$ cat src/rtl/fp_pkg.sv
// Purpose : shared constants, operand-class struct and format helpers for the
//           parametrised floating-point datapath blocks (multiplier, adder).
// Latency : n/a (package). Backpressure: n/a.
package fp_pkg;

  // Rounding modes, as carried on rnd_mode.
  localparam logic [1:0] RM_RNE = 2'd0;  // nearest, ties to even
  localparam logic [1:0] RM_RTZ = 2'd1;  // toward zero
  localparam logic [1:0] RM_RUP = 2'd2;  // toward +inf
  localparam logic [1:0] RM_RDN = 2'd3;  // toward -inf

  // Bit positions inside the 4-bit exception flag vector.
  localparam int FL_INEXACT   = 0;
  localparam int FL_UNDERFLOW = 1;
  localparam int FL_OVERFLOW  = 2;
  localparam int FL_INVALID   = 3;

  // Special-operand classification travelling down the pipe with a product.
  typedef struct packed {
    logic nan;   // result is the canonical NaN
    logic inv;   // invalid-operation flag (inf*0 or signalling NaN input)
    logic inf;   // result is a signed infinity
    logic zero;  // result is a signed zero (zero or flushed denormal input)
  } fp_cls_t;

  function automatic int fp_bias(input int exp_w);
    return (1 << (exp_w - 1)) - 1;
  endfunction

  // Canonical quiet NaN: sign 0, all-ones exponent, mantissa 100..0.
  // Returned 64 bits wide; callers cast down to their word width.
  function automatic logic [63:0] fp_canon_nan(input int exp_w, input int man_w);
    return (((64'd1 << exp_w) - 64'd1) << man_w) | (64'd1 << (man_w - 1));
  endfunction

endpackage

$ cat src/rtl/fp_round.sv
// Purpose : mantissa rounding increment for a given rounding mode.
// Latency : combinational.
// Backpressure: none (pure function of its inputs).
// Ports   : man/g/s = truncated mantissa, guard bit, sticky bit; sign and
//           rnd_mode select the increment; man_out/carry = rounded mantissa and
//           its carry-out; inexact = any nonzero bit was dropped.
module fp_round
  import fp_pkg::*;
#(
  parameter int MAN_W = 7
) (
  input  logic [MAN_W-1:0] man,
  input  logic             g,
  input  logic             s,
  input  logic             sign,
  input  logic [1:0]       rnd_mode,
  output logic [MAN_W-1:0] man_out,
  output logic             carry,
  output logic             inexact
);

  logic inc;

  always_comb begin
    inc = 1'b0;
    case (rnd_mode)
      RM_RNE:  inc = g & (s | man[0]);
      RM_RTZ:  inc = 1'b0;
      RM_RUP:  inc = ~sign & (g | s);
      RM_RDN:  inc = sign & (g | s);
      default: inc = 1'b0;
    endcase
  end

  // A carry-out means the mantissa wrapped to zero: the caller bumps the
  // exponent, which is exactly 1.11..1 + ulp = 10.0..0.
  assign {carry, man_out} = {1'b0, man} + {{MAN_W{1'b0}}, inc};
  assign inexact          = g | s;

endmodule

$ cat src/rtl/fmul_stream.sv
// Purpose : pipelined IEEE-style floating-point multiplier (default bf16), FTZ.
// Latency : 4 register stages; result valid on the 4th edge counting the accepting edge.
// Backpressure: whole pipe freezes while result is valid and not taken; a/b ready = advance.
// Ports   : a_*/b_* operand streams (joined: both valid to transfer), rnd_mode
//           sampled with the operands; result_* product stream with
//           result_tflags = {invalid, overflow, underflow, inexact}.
module fmul_stream
  import fp_pkg::*;
#(
  parameter  int EXP_W = 8,
  parameter  int MAN_W = 7,
  localparam int W     = 1 + EXP_W + MAN_W
) (
  input  logic         clk,
  input  logic         rst,
  input  logic [W-1:0] a_tdata,
  input  logic         a_tvalid,
  output logic         a_tready,
  input  logic [W-1:0] b_tdata,
  input  logic         b_tvalid,
  output logic         b_tready,
  input  logic [1:0]   rnd_mode,
  output logic [W-1:0] result_tdata,
  output logic         result_tvalid,
  input  logic         result_tready,
  output logic [3:0]   result_tflags
);

  localparam int EW2 = EXP_W + 2;
  localparam int PW  = 2 * MAN_W + 2;
  localparam logic signed [EW2-1:0] BIAS   = EW2'(fp_bias(EXP_W));
  localparam logic signed [EW2-1:0] E_OVF  = EW2'((1 << EXP_W) - 1);
  localparam logic signed [EW2-1:0] E_ZERO = '0;
  localparam logic [W-1:0] CANON_NAN = W'(fp_canon_nan(EXP_W, MAN_W));

  // Single global enable: every stage moves together or not at all.
  logic adv;
  assign adv      = ~result_tvalid | result_tready;
  assign a_tready = adv;
  assign b_tready = adv;

  // ---------------- S1: unpack / classify ----------------
  logic               sa, sb;
  logic [EXP_W-1:0]   ea, eb;
  logic [MAN_W-1:0]   ma, mb;
  logic               a_ones, b_ones, a_nan, b_nan, a_inf, b_inf, a_zero, b_zero;
  fp_cls_t            cls_in;

  assign {sa, ea, ma} = a_tdata;
  assign {sb, eb, mb} = b_tdata;
  assign a_ones = &ea;
  assign b_ones = &eb;
  assign a_nan  = a_ones & (|ma);
  assign b_nan  = b_ones & (|mb);
  assign a_inf  = a_ones & ~(|ma);
  assign b_inf  = b_ones & ~(|mb);
  assign a_zero = ~(|ea);  // denormals flush to zero here
  assign b_zero = ~(|eb);

  always_comb begin
    cls_in      = '0;
    cls_in.nan  = a_nan | b_nan | (a_inf & b_zero) | (b_inf & a_zero);
    cls_in.inv  = (a_nan & ~ma[MAN_W-1]) | (b_nan & ~mb[MAN_W-1]) |
                  (a_inf & b_zero) | (b_inf & a_zero);
    cls_in.inf  = a_inf | b_inf;
    cls_in.zero = a_zero | b_zero;
  end

  logic             s1_vld, s1_sign;
  logic [EXP_W-1:0] s1_ea, s1_eb;
  logic [MAN_W:0]   s1_ma, s1_mb;
  fp_cls_t          s1_cls;
  logic [1:0]       s1_rm;

  always_ff @(posedge clk or posedge rst) begin
    if (rst) begin
      s1_vld <= 1'b0; s1_sign <= 1'b0; s1_ea <= '0; s1_eb <= '0;
      s1_ma  <= '0;   s1_mb   <= '0;   s1_cls <= '0; s1_rm <= '0;
    end else if (adv) begin
      s1_vld  <= a_tvalid & b_tvalid;
      s1_sign <= sa ^ sb;
      s1_ea   <= ea;
      s1_eb   <= eb;
      s1_ma   <= {1'b1, ma};
      s1_mb   <= {1'b1, mb};
      s1_cls  <= cls_in;
      s1_rm   <= rnd_mode;
    end
  end

  // ---------------- S2: mantissa multiply, exponent add ----------------
  logic                  s2_vld, s2_sign;
  logic signed [EW2-1:0] s2_e;
  logic [PW-1:0]         s2_prod;
  fp_cls_t               s2_cls;
  logic [1:0]            s2_rm;

  always_ff @(posedge clk or posedge rst) begin
    if (rst) begin
      s2_vld <= 1'b0; s2_sign <= 1'b0; s2_e <= '0; s2_prod <= '0;
      s2_cls <= '0;   s2_rm   <= '0;
    end else if (adv) begin
      s2_vld  <= s1_vld;
      s2_sign <= s1_sign;
      s2_e    <= $signed({2'b00, s1_ea}) + $signed({2'b00, s1_eb}) - BIAS;
      s2_prod <= PW'(s1_ma) * PW'(s1_mb);
      s2_cls  <= s1_cls;
      s2_rm   <= s1_rm;
    end
  end

  // ---------------- S3: normalise / round ----------------
  // The product of two [1,2) significands lies in [1,4); its top bit says
  // whether the leading one sits one place higher than usual.
  logic                  n_g, n_s;
  logic [MAN_W-1:0]      n_man;
  logic signed [EW2-1:0] n_e, r_e;
  logic [MAN_W-1:0]      r_man;
  logic                  r_carry, r_inx;

  always_comb begin
    n_man = '0;
    n_g   = 1'b0;
    n_s   = 1'b0;
    n_e   = s2_e;
    if (s2_prod[PW-1]) begin
      n_man = s2_prod[PW-2 -: MAN_W];
      n_g   = s2_prod[MAN_W];
      n_s   = |s2_prod[MAN_W-1:0];
      n_e   = s2_e + EW2'(1);
    end else begin
      n_man = s2_prod[PW-3 -: MAN_W];
      n_g   = s2_prod[MAN_W-1];
      n_s   = |s2_prod[MAN_W-2:0];
    end
  end

  fp_round #(.MAN_W(MAN_W)) u_round (
    .man      (n_man),
    .g        (n_g),
    .s        (n_s),
    .sign     (s2_sign),
    .rnd_mode (s2_rm),
    .man_out  (r_man),
    .carry    (r_carry),
    .inexact  (r_inx)
  );

  assign r_e = n_e + $signed({{(EW2-1){1'b0}}, r_carry});

  logic                  s3_vld, s3_sign, s3_inx;
  logic signed [EW2-1:0] s3_e;
  logic [MAN_W-1:0]      s3_man;
  fp_cls_t               s3_cls;
  logic [1:0]            s3_rm;

  always_ff @(posedge clk or posedge rst) begin
    if (rst) begin
      s3_vld <= 1'b0; s3_sign <= 1'b0; s3_inx <= 1'b0; s3_e <= '0;
      s3_man <= '0;   s3_cls  <= '0;   s3_rm  <= '0;
    end else if (adv) begin
      s3_vld  <= s2_vld;
      s3_sign <= s2_sign;
      s3_inx  <= r_inx;
      s3_e    <= r_e;
      s3_man  <= r_man;
      s3_cls  <= s2_cls;
      s3_rm   <= s2_rm;
    end
  end

  // ---------------- S4: special-case select, pack, output register ----------------
  logic [W-1:0] inf_val, max_fin, nxt_data;
  logic [3:0]   nxt_flags;

  assign inf_val = {s3_sign, {EXP_W{1'b1}}, {MAN_W{1'b0}}};
  assign max_fin = {s3_sign, {(EXP_W-1){1'b1}}, 1'b0, {MAN_W{1'b1}}};

  always_comb begin
    nxt_data  = '0;
    nxt_flags = '0;
    if (s3_cls.nan) begin
      nxt_data              = CANON_NAN;
      nxt_flags[FL_INVALID] = s3_cls.inv;
    end else if (s3_cls.inf) begin
      nxt_data = inf_val;
    end else if (s3_cls.zero) begin
      nxt_data = {s3_sign, {(W-1){1'b0}}};
    end else if (s3_e >= E_OVF) begin
      nxt_flags[FL_OVERFLOW] = 1'b1;
      nxt_flags[FL_INEXACT]  = 1'b1;
      // Directed modes saturate to max finite when rounding away from inf.
      case (s3_rm)
        RM_RNE:  nxt_data = inf_val;
        RM_RTZ:  nxt_data = max_fin;
        RM_RUP:  nxt_data = s3_sign ? max_fin : inf_val;
        RM_RDN:  nxt_data = s3_sign ? inf_val : max_fin;
        default: nxt_data = inf_val;
      endcase
    end else if (s3_e <= E_ZERO) begin
      nxt_data                = {s3_sign, {(W-1){1'b0}}};
      nxt_flags[FL_UNDERFLOW] = 1'b1;
      nxt_flags[FL_INEXACT]   = 1'b1;
    end else begin
      nxt_data              = {s3_sign, s3_e[EXP_W-1:0], s3_man};
      nxt_flags[FL_INEXACT] = s3_inx;
    end
  end

  always_ff @(posedge clk or posedge rst) begin
    if (rst) begin
      result_tvalid <= 1'b0;
      result_tdata  <= '0;
      result_tflags <= '0;
    end else if (adv) begin
      result_tvalid <= s3_vld;
      result_tdata  <= nxt_data;
      result_tflags <= nxt_flags;
    end
  end

endmodule
$ cat config.mk
export PLATFORM = sky130hd
export DESIGN_NAME = fmul_stream
export DESIGN_NICKNAME = d
export VERILOG_FILES = /design/src/rtl/fp_pkg.sv /design/src/rtl/fp_round.sv /design/src/rtl/fmul_stream.sv
export SDC_FILE = /design/constraint.sdc
export NUM_CORES = 1
export LEC_CHECK = 0
export CORE_MARGIN = 8
export CORE_UTILIZATION = 29
export DETAILED_ROUTE_END_ITERATION = 10
export GPL_ROUTABILITY_DRIVEN = 0
export PLACE_DENSITY = 0.44
export SLEW_MARGIN = 5
export SYNTH_ARGS = -nofsm -noshare
export SYNTH_HDL_FRONTEND = slang
export SYNTH_SLANG_ARGS = --single-unit
$ cat constraint.sdc
create_clock -name clk -period 7.53 [get_ports clk]
set_input_delay 1.8825 -clock clk [delete_from_list [all_inputs] [get_ports clk]]
set_output_delay 1.8825 -clock clk [all_outputs]
set_load 0.02 [all_outputs]
Word level (Yosys, flattened, before mapping)

Index checks and enable logic that the tools add are counted.

$add $sub $neg: 5
Multiply operators: 1
Divide/modulo/power cells: 0
Order comparisons: 2
Equal/unequal tests: 6
Shifts and indexed selects: 0
Mux-type cells: 22
Bitwise operators: 32
Reductions and logical operators: 10

Operator list:

| operator                                                           | count |
|---|---|
| 2-to-1 mux 16 bit                                                  | 6 |
| one-hot mux 16 bit (4 select lines)                                | 1 |
| OR reduction 7 bit                                                 | 3 |
| multiplier 8 x 8 -> 16 bit                                         | 1 |
| AND reduction 8 bit                                                | 2 |
| OR reduction 8 bit                                                 | 2 |
| 2-to-1 mux 15 bit                                                  | 1 |
| bitwise AND 1 bit                                                  | 12 |
| bitwise OR 1 bit                                                   | 11 |
| adder 10 x 2 -> 10 bit                                             | 1 |
| adder 10 x 2 -> 10 bit, second input constant                      | 1 |
| greater-or-equal comparator 10 x 9 -> 1 bit, second input constant | 1 |
| less-or-equal comparator 10 x 1 -> 1 bit, second input constant    | 1 |
| 2-to-1 mux 10 bit                                                  | 1 |
| subtractor 9 x 7 -> 10 bit, second input constant                  | 1 |
| adder 8 x 8 -> 9 bit                                               | 1 |
| 2-to-1 mux 3 bit                                                   | 3 |
| adder 7 x 1 -> 8 bit                                               | 1 |
| == test 2 bit, second input constant                               | 4 |
| 2-to-1 mux 1 bit                                                   | 8 |
| inverter 1 bit                                                     | 8 |
| 2-to-1 mux 7 bit                                                   | 1 |
| OR reduction 6 bit                                                 | 1 |
| == test 2 x 1 -> 1 bit, second input constant                      | 2 |
| 3 further kinds                                                    | 4 |

Register bits after elaboration: 121
Latch bits: 0
RAM bits: 0
Bits in read-only memories: 0
Input port bits: 39
Output and inout bits: 23
Word-level logic and storage cells: 111
Memories kept: 0

Depth between registers and ports, before layout

Word-level depth: 7
Depth in mapped cells: 17
Gate-level depth less buffers: 17

Modules after synthesis

Synthesis repeated with hierarchy kept, for this count alone.

Cell total of the unflattened synthesis: 894
Area total of the unflattened synthesis: 7920.1 sq um

By module, submodules not included:

| module      | times used | cells each | area an instance (sq um) | seq. area each (sq um) |
|---|---|---|---|---|
| fmul_stream | 1          | 872        | 7767.4                   | 3002.9 |
| fp_round    | 1          | 22         | 152.6                    | 0.0 |

Worst setup path before layout

OpenSTA, ideal clock, no wires.

Path kind: input-to-output
From: input result_tready
To: output b_tready
Arrival: 3.142 ns
Data required time: 5.648 ns
Slack: 2.505 ns
Stages on the path: 6
Path buffers: 4
Path through: nor2b_1 -> clkbuf_1 -> clkinv_1 -> clkbuf_1 -> clkbuf_1 -> buf_4

Word-level cells in the longest chain between the ends: 1

RTL lines:

| item             | RTL line          | RTL |
|---|---|---|
| from (decl)      | fmul_stream.sv:25 | `input logic result_tready,` |
| bitwise OR 1 bit | fmul_stream.sv:38 | `assign adv = ~result_tvalid \| result_tready;` |
| to (decl)        | fmul_stream.sv:21 | `output logic b_tready,` |

No other way between the ends.

Worst setup path in the final report

From: input result_tready
To: output a_tready

Word-level cells in the longest chain between the ends: 1

RTL lines:

| item             | RTL line          | RTL |
|---|---|---|
| bitwise OR 1 bit | fmul_stream.sv:38 |  |
| to (decl)        | fmul_stream.sv:18 | `output logic a_tready,` |

No other way between the ends.

==> impl_summary.txt <==
----------------------------------------------------
[Finish]
  Number of diodes ... 0
  Area grow syn2layout ... 19.5%
  Most common cell after layout, fill and taps aside ... sky130_fd_sc_hd__nand2_1
  Commonest non-fill, non-tap cells in the layout ... sky130_fd_sc_hd__nand2_1 (231), sky130_fd_sc_hd__dfrtp_1 (120), sky130_fd_sc_hd__inv_1 (69)
  Post-route cell area ... 0.00942 mm²
  Share of post-route cells with drive strength above 1 ... 4.80%
  Number of nets in the finished design ... 1080

[Synth]
  Cell type with the largest total area after synthesis ... sky130_fd_sc_hd__dfrtp_1
  Top-area cell type share of the netlist area ... 38.1%
  Flip-flop and latch count after synthesis ... 120
  Most area-consuming cells after synthesis ... sky130_fd_sc_hd__dfrtp_1 (38%), sky130_fd_sc_hd__nand2_1 (11%), sky130_fd_sc_hd__fa_1 (9.4%)
  Most used flip-flop cell after synthesis ... sky130_fd_sc_hd__dfrtp_1
  Post-synth ARST share ... 100%
  Number of distinct library cell variants in the gate-level netlist after synthesis ... 55
  Sequential element share of the synthesized area ... 38.1%
  Number of nets in the synthesized netlist ... 1028
  Mapped Avg Cell Area ... 8.80 µm²
  Cell area after synthesis ... 0.00789 mm²
  Number of synthesized flops with an enable pin ... 0
  Yosys warning total ... 0
  Synthesized instance count ... 896

[Setup path]
  Critical-path cell with the highest stage delay ... sky130_fd_sc_hd__clkdlybuf4s50_1
  Type of the worst setup path ... input port to output pin
  Worst setup path endpoint ... a_tready
  CP max stage delay ... 710 ps
  Cell repeated most along the worst path ... sky130_fd_sc_hd__clkdlybuf4s50_1
  Data arrival time at the worst-slack endpoint ... 3750 ps
  Required time of the critical path ... 5650 ps
  Cells on worst reg2reg path ... 15
  Start of the worst register-to-register path ... s1_ma[7]$_DFFE_PP0P_
  Critical Path Source ... result_tready
  R2r setup slk ... 2820 ps
  Reg2Reg Capture Point ... s2_prod[13]$_DFFE_PP0P_
  CP max FO ... 43
  CP Capture Type ... output pin
  Element type at the critical path start ... input port
  Critical path cell sequence ... clkdlybuf4s50_1 > nor2b_4 > buf_4 > inv_4 > clkdlybuf4s50_1

[Timing]
  Highest achievable clock rate ... 177 MHz
  Final worst path period need ... 5640 ps
  Number of hold-slack violations in the final timing report ... 0
  Actual slew at the worst max-slew pin ... 959 ps
  Total negative slack for setup checks ... 0 ps
  Number of failing setup endpoints in the final timing report ... 0
  Relative slew slack ... 36.0%
  Ratio of final minimum period to clock period ... 74.9%
  Setup repair after global routing missed its margin ... no
  Fin Clk Skew ... 10.9 ps
  Max-slew violation count ... 0

[Route]
  Post-route ant nets ... 0
  Total detailed-routing wirelength ... 18.3 mm
  DR iter-0 viols ... 243
  First drt pass iteration count ... 4
  Number of DRC violations after detailed routing ... 0
  DR vias ... 5882
  Final routed wire length divided by cell count ... 14.1 µm
  Ratio of routed vias to standard cells ... 4.52

[Placement]
  Standard cell area after detailed placement ... 0.00884 mm²
  Quantity of I/O buffers inserted on ports ... 61
  Half-perimeter wire length of the detailed placement result ... 13.4 mm

[Clock network]
  TritonCTS clock tree ... done
  CTS sink cnt ... 120
  Setup fix buffers added after clock tree synthesis ... 0
  CTS resizes ... 0
  Maximum level of the CTS H-tree ... 4
  Clock-pin slew of the registers on the worst-case setup and hold paths ... 50 ps
  Hold Buf Count CTS ... 0
  Clock network latency to the later pin of the worst-skew pair ... 410 ps
  Root buffer cell ... sky130_fd_sc_hd__clkbuf_16
  Number of buffers created by CTS ... 17
  Clock buffer depth ... 2

[Floorplan]
  Horiz. Die Dim ... 181 µm
  Initial standard-cell utilization of the core ... 29.4%
  I/O pins ... 62
  Height of the die ... 181 µm
  Die Outline Area ... 0.0327 mm²
  Core region area ... 0.0268 mm²
  Site row count ... 60

[Global route]
  Number of antenna violations at the first check in global routing ... 0
  Pin count of the biggest net entering global routing ... 84
  Via count of the first global-routing pass ... 5990
  Sum of overflow across all layers after global routing ... 0
  Global routing usage summed across all routing layers ... 11.6%
  Global-route wire length before repair ... 31.4 mm

[Min path]
  HP Class ... register to register

[Status]
  Run status ... finished clean

[Flow run]
  # Max-Cap Violations ... 0

----------------------------------------------------
[how the worst min path moves through the flow]
stage | end | from | cells past startpoint | slack, ps
2_1_floorplan | s3_vld$_DFFE_PP0P_ | s3_vld$_DFFE_PP0P_ | 2 | 430
3_3_place_gp | s3_vld$_DFFE_PP0P_ | s3_vld$_DFFE_PP0P_ | 2 | 440
3_5_place_dp | s3_vld$_DFFE_PP0P_ | s3_vld$_DFFE_PP0P_ | 2 | 450
4_1_cts | s3_vld$_DFFE_PP0P_ | s3_vld$_DFFE_PP0P_ | 2 | 460
5_1_grt | s2_prod[2]$_DFFE_PP0P_ | s2_prod[2]$_DFFE_PP0P_ | 2 | 480
6_report | s3_vld$_DFFE_PP0P_ | s3_vld$_DFFE_PP0P_ | 2 | 460
[cells in the mapped netlist (3+ instances only)]
cell and number:
sky130_fd_sc_hd__nand2_1 231, sky130_fd_sc_hd__dfrtp_1 120, sky130_fd_sc_hd__inv_1 70, sky130_fd_sc_hd__ha_1 56, sky130_fd_sc_hd__and2_1 51, sky130_fd_sc_hd__a21oi_1 50, sky130_fd_sc_hd__nor2_1 48, sky130_fd_sc_hd__o21ai_0 43
sky130_fd_sc_hd__fa_1 37, sky130_fd_sc_hd__clkbuf_1 28, sky130_fd_sc_hd__xnor2_1 21, sky130_fd_sc_hd__xor2_1 16, sky130_fd_sc_hd__nand3_1 11, sky130_fd_sc_hd__nor3_1 9, sky130_fd_sc_hd__nor4_1 9, sky130_fd_sc_hd__a211oi_1 7
sky130_fd_sc_hd__nand4_1 7, sky130_fd_sc_hd__a21o_1 6, sky130_fd_sc_hd__a31oi_1 6, sky130_fd_sc_hd__mux2i_1 5, sky130_fd_sc_hd__o31ai_1 5, sky130_fd_sc_hd__mux2_2 4, sky130_fd_sc_hd__nand2b_1 4, sky130_fd_sc_hd__nor2b_1 4
sky130_fd_sc_hd__or3_1 4, sky130_fd_sc_hd__and4_1 3, sky130_fd_sc_hd__o21a_1 3, sky130_fd_sc_hd__o21ai_1 3, sky130_fd_sc_hd__or4_1 3
[final cells by class]
cell class	instances	area, µm²
Tap cell	341	427
Inverter	71	272
Sequential cell	120	3000
Multi-Input combinational cell	673	4500
Timing Repair Buffer	65	641
Clock buffer	22	484
Clock inverter	8	96.3
Fill cell	2794	17400
[cells by family (layout without fill, tap and decap cells)]
logic type | Yosys count | count (layout) | synth area share (%)
xor+xnor | 37 | 37 | 4.11
buf+inv | 103 | 166 | 4.97
flops | 120 | 120 | 38.1
simple gates | 392 | 392 | 22.3
fa+ha+maj | 93 | 93 | 18.3
compound gates | 142 | 142 | 11.0
mux | 9 | 9 | 1.21
[routing by layer]
| metal | vias up | share of wire, % | track usage (%) |
|---|---|---|---|
| met2 | 58 | 44 | 17.7 |
| met4 | 0 | 1.1 | 3.47 |
| met5 | - | 0 | 0 |
| met1 | 2751 | 52 | 16.1 |
| li1 | 3059 | - | - |
| met3 | 14 | 2.4 | 2.47 |
[sequential cells by signal, indices dropped and copies added (netlist names), 4 cells and up]
name,cells
s1_eb,8
result_tdata,16
s2_cls,4
s2_e,10
result_tflags,4
s3_e,10
s1_ea,8
s3_man,7
s1_cls,4
s3_cls,4
s1_mb,7
s1_ma,8
s2_prod,16
[per-stage QoR]
| stage | instances | utilization, % | setup WS (ps) | hold WS [ps] |
|---|---|---|---|---|
| after floorplan | 896 | - | 2460 | 430 |
| after global placement | 1270 | 33.0 | 1860 | 443 |
| after detailed placement | 1270 | 33.0 | 1870 | 447 |
| after CTS | 1300 | 35.2 | 1850 | 459 |
| after global routing | 1300 | 35.2 | 1780 | 480 |
| final | 1300 | 35.2 | 1890 | 455 |
[worst max-delay path, delay by kind of cell]
| family | cells | cell delay (ps) |
|---|---|---|
| buf+inv | 4 | 1790 |
| simple gates | 1 | 40 |
Power is not shown: default switching activity piles up to over one toggle a cycle in this logic, so the estimate is an artifact.
